--- config.mk ---
export PLATFORM = sky130hd
export DESIGN_NAME = tmr_cmd_arbiter
export DESIGN_NICKNAME = d
export VERILOG_FILES = /design/src/rtl/tmr_cmd_arbiter.sv
export SDC_FILE = /design/constraint.sdc
export NUM_CORES = 1
export LEC_CHECK = 0
export CORE_ASPECT_RATIO = 1.25
export CORE_MARGIN = 4
export CORE_UTILIZATION = 30
export DETAILED_ROUTE_END_ITERATION = 10
export PLACE_DENSITY = 0.65
export SYNTH_ARGS = -nofsm -noshare
export SYNTH_HDL_FRONTEND = slang
export SYNTH_SLANG_ARGS = --single-unit
export TNS_END_PERCENT = 1
--- constraint.sdc ---
create_clock -name sys_clk -period 5.5 [get_ports sys_clk]
set_input_delay 1.1 -clock sys_clk [delete_from_list [all_inputs] [get_ports sys_clk]]
set_output_delay 1.1 -clock sys_clk [all_outputs]
set_load 0.01 [all_outputs]
--- src/rtl/tmr_cmd_arbiter.sv ---
// Round-robin command arbiter for triplicated bank-machine command ports.
// Majority-votes each port, enforces tCCD/tRRD/tWTR, issues one registered DFI command per cycle.
module tmr_cmd_arbiter #(
    parameter int NBANKS = 4,
    parameter int ABITS  = 14,
    parameter int BABITS = 3,
    parameter int TCCD   = 2,
    parameter int TRRD   = 2,
    parameter int TWTR   = 4
) (
    input  logic                       sys_clk,
    input  logic                       sys_rst_n,
    input  logic [3*NBANKS-1:0]        TMRcmd_valid,
    output logic [3*NBANKS-1:0]        TMRcmd_ready,
    input  logic [3*NBANKS*ABITS-1:0]  TMRcmd_payload_a,
    input  logic [3*NBANKS*BABITS-1:0] TMRcmd_payload_ba,
    input  logic [3*NBANKS-1:0]        TMRcmd_payload_cas,
    input  logic [3*NBANKS-1:0]        TMRcmd_payload_ras,
    input  logic [3*NBANKS-1:0]        TMRcmd_payload_we,
    input  logic [3*NBANKS-1:0]        TMRcmd_payload_is_cmd,
    input  logic [3*NBANKS-1:0]        TMRcmd_payload_is_read,
    input  logic [3*NBANKS-1:0]        TMRcmd_payload_is_write,
    output logic                       dfi_cs_n,
    output logic                       dfi_ras_n,
    output logic                       dfi_cas_n,
    output logic                       dfi_we_n,
    output logic [ABITS-1:0]           dfi_address,
    output logic [BABITS-1:0]          dfi_bank,
    output logic                       dfi_wrdata_en,
    output logic                       dfi_rddata_en,
    output logic [NBANKS-1:0]          tmr_error
);

    localparam int PW = (NBANKS > 1) ? $clog2(NBANKS) : 1;
    localparam logic [2:0] CCD_LD = 3'(TCCD - 1);
    localparam logic [2:0] RRD_LD = 3'(TRRD - 1);
    localparam logic [2:0] WTR_LD = 3'(TWTR - 1);

    function automatic logic maj3(input logic [2:0] v);
        return (v[0] & v[1]) | (v[1] & v[2]) | (v[0] & v[2]);
    endfunction

    function automatic logic split3(input logic [2:0] v);
        return (v != 3'b000) && (v != 3'b111);
    endfunction

    logic [ABITS-1:0]  w_a  [NBANKS];
    logic [BABITS-1:0] w_ba [NBANKS];
    logic [NBANKS-1:0] w_valid, w_cas, w_ras, w_we, w_is_cmd, w_is_read, w_is_write;
    logic [NBANKS-1:0] w_disagree, w_is_act, w_elig, w_req;

    logic [PW-1:0]     r_rr_ptr;
    logic [2:0]        r_ccd_cnt, r_trrd_cnt, r_wtr_cnt;
    logic              w_grant;
    logic [PW-1:0]     w_grant_idx;

    logic              r_cs_n, r_ras_n, r_cas_n, r_we_n, r_wrdata_en, r_rddata_en;
    logic [ABITS-1:0]  r_address;
    logic [BABITS-1:0] r_bank;
    logic [NBANKS-1:0] r_tmr_error;

    for (genvar b = 0; b < NBANKS; b++) begin : g_bank
        logic [ABITS-1:0]  w_a0, w_a1, w_a2;
        logic [BABITS-1:0] w_b0, w_b1, w_b2;
        logic [2:0]        w_v3, w_cas3, w_ras3, w_we3, w_cmd3, w_rd3, w_wr3;

        assign w_a0   = TMRcmd_payload_a[(3*b+0)*ABITS +: ABITS];
        assign w_a1   = TMRcmd_payload_a[(3*b+1)*ABITS +: ABITS];
        assign w_a2   = TMRcmd_payload_a[(3*b+2)*ABITS +: ABITS];
        assign w_b0   = TMRcmd_payload_ba[(3*b+0)*BABITS +: BABITS];
        assign w_b1   = TMRcmd_payload_ba[(3*b+1)*BABITS +: BABITS];
        assign w_b2   = TMRcmd_payload_ba[(3*b+2)*BABITS +: BABITS];
        assign w_v3   = TMRcmd_valid[3*b +: 3];
        assign w_cas3 = TMRcmd_payload_cas[3*b +: 3];
        assign w_ras3 = TMRcmd_payload_ras[3*b +: 3];
        assign w_we3  = TMRcmd_payload_we[3*b +: 3];
        assign w_cmd3 = TMRcmd_payload_is_cmd[3*b +: 3];
        assign w_rd3  = TMRcmd_payload_is_read[3*b +: 3];
        assign w_wr3  = TMRcmd_payload_is_write[3*b +: 3];

        assign w_a[b]        = (w_a0 & w_a1) | (w_a1 & w_a2) | (w_a0 & w_a2);
        assign w_ba[b]       = (w_b0 & w_b1) | (w_b1 & w_b2) | (w_b0 & w_b2);
        assign w_valid[b]    = maj3(w_v3);
        assign w_cas[b]      = maj3(w_cas3);
        assign w_ras[b]      = maj3(w_ras3);
        assign w_we[b]       = maj3(w_we3);
        assign w_is_cmd[b]   = maj3(w_cmd3);
        assign w_is_read[b]  = maj3(w_rd3);
        assign w_is_write[b] = maj3(w_wr3);

        assign w_disagree[b] = (w_a0 != w_a1) || (w_a0 != w_a2) ||
                               (w_b0 != w_b1) || (w_b0 != w_b2) ||
                               split3(w_v3) || split3(w_cas3) || split3(w_ras3) ||
                               split3(w_we3) || split3(w_cmd3) || split3(w_rd3) ||
                               split3(w_wr3);

        // Each timing rule applies independently, so an odd mix of flags is held to all that match.
        assign w_is_act[b] = w_is_cmd[b] & w_ras[b] & ~w_cas[b] & ~w_we[b];
        assign w_elig[b]   = (!w_is_act[b] || (r_trrd_cnt == 3'd0)) &&
                             (!(w_is_read[b] || w_is_write[b]) || (r_ccd_cnt == 3'd0)) &&
                             (!w_is_read[b] || (r_wtr_cnt == 3'd0));
        assign w_req[b]    = w_valid[b] & w_elig[b];

        assign TMRcmd_ready[3*b +: 3] = {3{sys_rst_n & w_grant & (w_grant_idx == PW'(b))}};
    end

    // Rotating search starting just after the last granted bank.
    always_comb begin : p_arb
        logic [PW:0]   sum;
        logic [PW-1:0] idx;
        w_grant     = 1'b0;
        w_grant_idx = '0;
        sum         = '0;
        idx         = '0;
        for (int i = 1; i <= NBANKS; i++) begin
            sum = {1'b0, r_rr_ptr} + (PW+1)'(i);
            if (sum >= (PW+1)'(NBANKS)) begin
                sum = sum - (PW+1)'(NBANKS);
            end
            idx = sum[PW-1:0];
            if (!w_grant && w_req[idx]) begin
                w_grant     = 1'b1;
                w_grant_idx = idx;
            end
        end
    end

    logic w_sel_cas, w_sel_ras, w_sel_we, w_sel_rd, w_sel_wr, w_sel_act;
    assign w_sel_cas = w_cas[w_grant_idx];
    assign w_sel_ras = w_ras[w_grant_idx];
    assign w_sel_we  = w_we[w_grant_idx];
    assign w_sel_rd  = w_is_read[w_grant_idx];
    assign w_sel_wr  = w_is_write[w_grant_idx];
    assign w_sel_act = w_is_act[w_grant_idx];

    always_ff @(posedge sys_clk or negedge sys_rst_n) begin
        if (!sys_rst_n) begin
            r_rr_ptr    <= PW'(NBANKS - 1);
            r_ccd_cnt   <= 3'd0;
            r_trrd_cnt  <= 3'd0;
            r_wtr_cnt   <= 3'd0;
            r_cs_n      <= 1'b1;
            r_ras_n     <= 1'b1;
            r_cas_n     <= 1'b1;
            r_we_n      <= 1'b1;
            r_address   <= '0;
            r_bank      <= '0;
            r_wrdata_en <= 1'b0;
            r_rddata_en <= 1'b0;
            r_tmr_error <= '0;
        end else begin
            r_tmr_error <= r_tmr_error | (w_valid & w_disagree);

            if (w_grant && (w_sel_rd || w_sel_wr)) r_ccd_cnt <= CCD_LD;
            else if (r_ccd_cnt != 3'd0)            r_ccd_cnt <= r_ccd_cnt - 3'd1;

            if (w_grant && w_sel_act)              r_trrd_cnt <= RRD_LD;
            else if (r_trrd_cnt != 3'd0)           r_trrd_cnt <= r_trrd_cnt - 3'd1;

            if (w_grant && w_sel_wr)               r_wtr_cnt <= WTR_LD;
            else if (r_wtr_cnt != 3'd0)            r_wtr_cnt <= r_wtr_cnt - 3'd1;

            if (w_grant) begin
                r_rr_ptr    <= w_grant_idx;
                r_cs_n      <= 1'b0;
                r_ras_n     <= ~w_sel_ras;
                r_cas_n     <= ~w_sel_cas;
                r_we_n      <= ~w_sel_we;
                r_address   <= w_a[w_grant_idx];
                r_bank      <= w_ba[w_grant_idx];
                r_wrdata_en <= w_sel_wr;
                r_rddata_en <= w_sel_rd;
            end else begin
                r_cs_n      <= 1'b1;
                r_ras_n     <= 1'b1;
                r_cas_n     <= 1'b1;
                r_we_n      <= 1'b1;
                r_address   <= '0;
                r_bank      <= '0;
                r_wrdata_en <= 1'b0;
                r_rddata_en <= 1'b0;
            end
        end
    end

    assign dfi_cs_n      = r_cs_n;
    assign dfi_ras_n     = r_ras_n;
    assign dfi_cas_n     = r_cas_n;
    assign dfi_we_n      = r_we_n;
    assign dfi_address   = r_address;
    assign dfi_bank      = r_bank;
    assign dfi_wrdata_en = r_wrdata_en;
    assign dfi_rddata_en = r_rddata_en;
    assign tmr_error     = r_tmr_error;

endmodule
# After elaboration in Yosys (flattened, before gate mapping)
# Index checks and enable logic that the tools add are counted.
# word_totals
ff_bits,38
latch_bits,0
ram_bits,0
mem_bits_ro,0
inputBits,290
out_inout_bits,39
n_memories,0
# op_classes
n_addsub,11
multipliers,0
n_div,0
magnitude_cmp,10
eq_ne,47
shifts,0
muxes,52
n_bitwise,215
n_reduce_logical,152
# ops
operator,count
$and 14x14->14,12
$ne 14x14->1,8
$or 14x14->14,8
$and 1x1->1,105
$reduce_bool 3->1,31
$ne 3x3->1 const B,28
$logic_or 1x1->1,57
$or 1x1->1,56
$logic_and 1x1->1,42
$mux 14,3
$and 3x3->3,12
$bmux 14 s2,1
$mux 3,9
$ne 3x3->1,8
$or 3x3->3,8
$bmux 1 s2,10
$mux 1,20
$mux 2,8
$ge 3x3->1 const B,5
$logic_not 1->1,15
$lt 2x3->1 const B,5
$not 1->1,11
$logic_not 3->1,3
$sub 3x1->3 const B,3
12 further kinds,19

# Logic depth before layout (Yosys ltp)
# depth
ltp_word,28
mapped_depth,13
mapped_depth_nobuf,11

# Least setup slack after synthesis
# Ideal clock, no wire load.
# synth_path
path_type,input -> output
from,in TMRcmd_payload_cas[8]
to,out TMRcmd_ready[1]
arrival_time_ns,3.474
required_time_ns,4.400
setup_slack_ns,0.926
path_stages,9
path_buffers,2
cell_sequence,maj3_2 or4_4 o211ai_2 o21ai_2 a2111o_1 and2_4 buf_4 nor2_1 buf_4
# synth_via
elab_chain_cells,25
# synth_rtl
item,line,rtl
start: declaration,17,"input logic [3*NBANKS-1:0] TMRcmd_payload_cas,"
$and 1x1->1,40,return (v[0] & v[1]) | (v[1] & v[2]) | (v[0] & v[2]);
$or 1x1->1,40,
$or 1x1->1 (*),40,
$not 1->1 (*),98,assign w_is_act[b] = w_is_cmd[b] & w_ras[b] & ~w_cas[b] & ~w_we[b];
$and 1x1->1 (*) (2 in a row),98,
$logic_not 1->1 (*),99,assign w_elig[b] = (!w_is_act[b] || (r_trrd_cnt == 3'd0)) &&
$logic_or 1x1->1 (*),99,
$logic_and 1x1->1 (*),99,
[8 not listed],n/a,
$logic_not 1->1,121,if (!w_grant && w_req[idx]) begin
$logic_and 1x1->1,121,
$mux 1,121,
$logic_not 1->1,121,
$logic_and 1x1->1,121,
$mux 1 or $mux 2 (tied branches),121,
$and 1x1->1 or $logic_not 2->1 (tied branches),104,assign TMRcmd_ready[3*b +: 3] = {3{sys_rst_n & w_grant & (w_grant_idx == PW'(b))}};
$and 1x1->1 (*),104,
end: declaration,14,"output logic [3*NBANKS-1:0] TMRcmd_ready,"
# Every way passes the cells marked *; elsewhere a longest branch is shown, timed or not. The select of a mux whose other input is x is not followed.

# Worst setup path in the final report
# layout_path
from,in TMRcmd_payload_cas[6]
to,out TMRcmd_ready[0]
# Same word-level chain as after synthesis.

==> metrics.txt <==
# TYPE chip_impl_metric gauge
chip_impl_metric{name="path_clk_slew",unit="ps"} 70
chip_impl_metric{name="num_rows",unit=""} 56
chip_impl_metric{name="global_route.usage.met1",unit="%"} 23.5
chip_impl_metric{name="grt_util_met3",unit="%"} 9.46
chip_impl_metric{name="drt_first_pass_iters",unit=""} 7
chip_impl_metric{name="synthToLayoutAreaGrowth",unit="%"} 64.1
chip_impl_metric{name="yosys_register_bits",unit=""} 38
chip_impl_info{name="startpoint_type",value="primary input"} 1
chip_impl_metric{name="num_vias",unit=""} 6492
chip_impl_info{name="hold_path_end",value="tmr_error[3]"} 1
chip_impl_metric{name="timing.final.setup_violations",unit=""} 0
chip_impl_info{name="timing.hold.worst.start",value="tmr_error[3]"} 1
chip_impl_metric{name="syn_area",unit="um^2"} 5820
chip_impl_metric{name="synth_sequential_area_ratio",unit="%"} 16.5
chip_impl_metric{name="worst-r2r-cell-count",unit=""} 12
chip_impl_info{name="ys_dominant_reg_cell",value="dfrtp_1"} 1
chip_impl_metric{name="first_global_vias",unit=""} 6790
chip_impl_metric{name="remaining_drc_errors",unit=""} 0
chip_impl_metric{name="overall_fraction_of_global_route_tracks_in_use",unit="%"} 23.4
chip_impl_info{name="run_status",value="complete, no violations"} 1
chip_impl_metric{name="syn_avg_cell_area",unit="um^2"} 9.53
chip_impl_metric{name="final.period_utilization",unit="%"} 96.6
chip_impl_metric{name="finalSetupTns",unit="ps"} 0
chip_impl_metric{name="vdd_drop_max",unit="mV"} 0.161
chip_impl_metric{name="globalplace.congestion",unit=""} 0.928
chip_impl_metric{name="clock_insertion_delay_worst_skew",unit="ps"} 290
chip_impl_metric{name="synth_edf_count",unit=""} 0
chip_impl_metric{name="cts.hold.buffers_added",unit=""} 0
chip_impl_metric{name="place_ws",unit="ps"} 191
chip_impl_metric{name="cts_repair_resize_count",unit=""} 0
chip_impl_info{name="worst-setup-path-type",value="in2out"} 1
chip_impl_metric{name="die_area",unit="um^2"} 21700
chip_impl_info{name="synth_top_cells_by_area",value="ha_1 31%, dfrtp_1 14%, a2111oi_4 7.1%"} 1
chip_impl_metric{name="fp.dieW",unit="um"} 133
chip_impl_metric{name="first_pass_grt_wire_length",unit="um"} 38800
chip_impl_metric{name="hold_slack",unit="ps"} 460
chip_impl_metric{name="regToRegSetupSlack",unit="ps"} 1830
chip_impl_metric{name="synthesis.yosys.warnings",unit=""} 0
chip_impl_info{name="end_kind",value="output pin"} 1
chip_impl_info{name="synth_top_area_cell",value="ha_1"} 1
chip_impl_metric{name="drt.antenna.violating_nets",unit=""} 0
chip_impl_metric{name="clock-sinks",unit=""} 38
chip_impl_metric{name="grt_antenna_before_repair",unit=""} 0
chip_impl_metric{name="cellPowerDensity",unit="nW/um^2"} 235
chip_impl_metric{name="hpwlAfterDp",unit="um"} 23000
chip_impl_metric{name="layout-drive-gt1-share",unit="%"} 5.88
chip_impl_metric{name="detailedRoute.firstIterationViolations",unit=""} 261
chip_impl_metric{name="timing_worst_slew_pin_value",unit="ps"} 921
chip_impl_metric{name="die_h",unit="um"} 164
chip_impl_info{name="ctsRootBufferMaster",value="clkbuf_16"} 1
chip_impl_metric{name="gr-total-overflow",unit=""} 0
chip_impl_metric{name="cp.required",unit="ps"} 4400
chip_impl_info{name="grt_setup_unrepaired",value="false"} 1
chip_impl_metric{name="groute.layer.met2.usage",unit="%"} 44.6
chip_impl_metric{name="vias_per_cell",unit=""} 5.56
chip_impl_metric{name="final_net_count",unit=""} 1367
chip_impl_metric{name="holdPathStages",unit=""} 1
chip_impl_metric{name="synth-async-reset-ratio",unit="%"} 100
chip_impl_metric{name="cts-htree-levels",unit=""} 2
chip_impl_metric{name="port-buffer-count",unit=""} 328
chip_impl_metric{name="final.setup.worst_slack",unit="ps"} 185
chip_impl_metric{name="timing_hold_violations_final",unit=""} 0
chip_impl_metric{name="slew-limit-headroom",unit="%"} 37.0
chip_impl_metric{name="cts_max_path_buffers",unit=""} 2
chip_impl_metric{name="initial_core_util",unit="%"} 30.7
chip_impl_metric{name="synthesis.instances",unit=""} 610
chip_impl_info{name="critical_path.reg2reg.startpoint",value="r_ccd_cnt[0]"} 1
chip_impl_info{name="most_heavily_used_metal_layer_in_global_routing",value="met2"} 1
chip_impl_metric{name="numCtsBuffers",unit=""} 5
chip_impl_metric{name="detail_route.wl_per_cell",unit="um"} 22.6
chip_impl_metric{name="drt-total-wl",unit="um"} 26400
chip_impl_metric{name="diodes",unit=""} 0
chip_impl_metric{name="timing.max_cap.violations",unit=""} 0
chip_impl_metric{name="postCtsSetupBuffers",unit=""} 0
chip_impl_metric{name="netlist.area_leader.share",unit="%"} 30.6
chip_impl_metric{name="critical_path_arrival",unit="ps"} 4210
chip_impl_metric{name="final-max-slew-violation-count",unit=""} 0
chip_impl_metric{name="synth_nets",unit=""} 1042
chip_impl_metric{name="grt_start_max_net_pins",unit=""} 27
chip_impl_metric{name="placeableCoreArea",unit="um^2"} 18900
chip_impl_metric{name="fin_worst_skew",unit="ps"} 4.69
chip_impl_metric{name="boundaryPins",unit=""} 329
chip_impl_metric{name="final.min_clock_period",unit="ps"} 5310
chip_impl_metric{name="leakage",unit="nW"} 3.79
chip_impl_metric{name="max_clock_freq",unit="MHz"} 188
chip_impl_metric{name="synth.distinct_cells",unit=""} 61
chip_impl_info{name="worstSetupStartpoint",value="TMRcmd_payload_cas[6]"} 1
chip_impl_info{name="hold_class",value="reg2reg"} 1
chip_impl_info{name="worstReg2RegEnd",value="dfi_address[0]"} 1
chip_impl_info{name="cts_tree",value="done"} 1
chip_impl_metric{name="crit_fanout",unit=""} 4
[layout by cell type, fill, tap and decap left out, types with 5 or more instances in the layout]
cell type and instances:
buf_4 11, a21oi_1 13, a211o_1 19, dfstp_2 6, maj3_1 16, nand3_1 11
inv_1 16, and3_1 15, o221ai_1 5, nand2_1 22, a2111oi_0 36, o21ai_0 31
nor2_1 37, nand4_1 5, or4_1 5, a2111oi_4 15, dfrtp_1 32, o31ai_1 5
nor4_1 47, or3_1 9, clkbuf_16 5, a21o_1 6, nor3_1 24, clkdlybuf4s50_1 327
o22ai_1 12, o2111ai_1 5, ha_1 142
[flip-flops by register name, summed over array words and instances (netlist names)]
name           count
dfi_address       14
dfi_bank           3
dfi_cas_n          1
dfi_cs_n           1
dfi_ras_n          1
dfi_rddata_en      1
dfi_we_n           1
dfi_wrdata_en      1
r_ccd_cnt          3
r_rr_ptr           2
r_trrd_cnt         3
r_wtr_cnt          3
tmr_error          4
[cells by family after synthesis]
| family | count (synthesis) | share of synthesized area [%] |
|---|---|---|
| AOI/OAI and AO/OA | 181 | 28.6 |
| xor gates and xnor gates | 3 | 0.452 |
| adders and majority gates | 160 | 33.7 |
| buffers and inverters | 37 | 3.10 |
| DFF | 38 | 16.5 |
| muxes | 1 | 0.172 |
| and+or+nand+nor | 190 | 17.5 |
[final cells by class]
class,instances,area [um^2]
inverters,16,60.1
clock buffers,5,125
flip-flops and latches,38,958
clock inverters,3,68.8
fillers,1804,9370
well taps,232,290
multi-input cells,535,4680
repair buffers,339,3360
[cell usage after synthesis (5+ instances only)]
cell type,number
a2111oi_0,36
a2111oi_4,15
a211o_1,19
a21o_1,6
a21oi_1,13
and3_1,15
buf_4,9
clkbuf_1,11
dfrtp_1,32
dfstp_2,6
ha_1,142
inv_1,16
maj3_1,16
nand2_1,22
nand3_1,11
nand4_1,5
nor2_1,37
nor3_1,24
nor4_1,47
o2111ai_1,5
o21ai_0,32
o221ai_1,5
o22ai_1,12
o31ai_1,5
or3_1,9
or4_1,5
[critical path, cell delays in order]
cell,delay (ps)
clkdlybuf4s50_1,440
maj3_2,360
or4_4,520
o211ai_2,250
o21ai_2,110
a2111o_1,490
and2_4,190
nor2_1,180
clkdlybuf4s50_1,570
[where the power goes]
part / switching, mW / internal, mW / leakage [nW]
clock network: 0.136 / 0.261 / 0.0940
logic: 0.716 / 0.672 / 3.25
registers: 0.0550 / 0.407 / 0.446
[stage by stage]
stage                     cell area, um^2  instances  total power [mW]  utilization, %
final                                9540       1168              2.25            50.4
after global routing                 9540       1168              2.42            50.4
after CTS                            9540       1168              2.27            50.4
after detailed placement             9350       1160              1.86            49.4
after global placement               9350       1160              1.85            49.4
after floorplan                      5820        610              1.14               -
[per-layer routing]
metal  wire length [um]  up-vias
met1               9450     2974
met2              13500      288
met5                  0        -
met3               2620       37
met4                828        0
li1                   -     3193
[worst max-delay path by stage]
stage / endpoint / slack, ps / cells past startpoint
after global placement: TMRcmd_ready[2] / 210 / 9
final: TMRcmd_ready[0] / 190 / 9
after CTS: TMRcmd_ready[0] / 170 / 9
after global routing: TMRcmd_ready[7] / 30 / 8
after detailed placement: TMRcmd_ready[0] / 190 / 9
after floorplan: TMRcmd_ready[1] / 930 / 9
(Power assumes the default switching activity.)
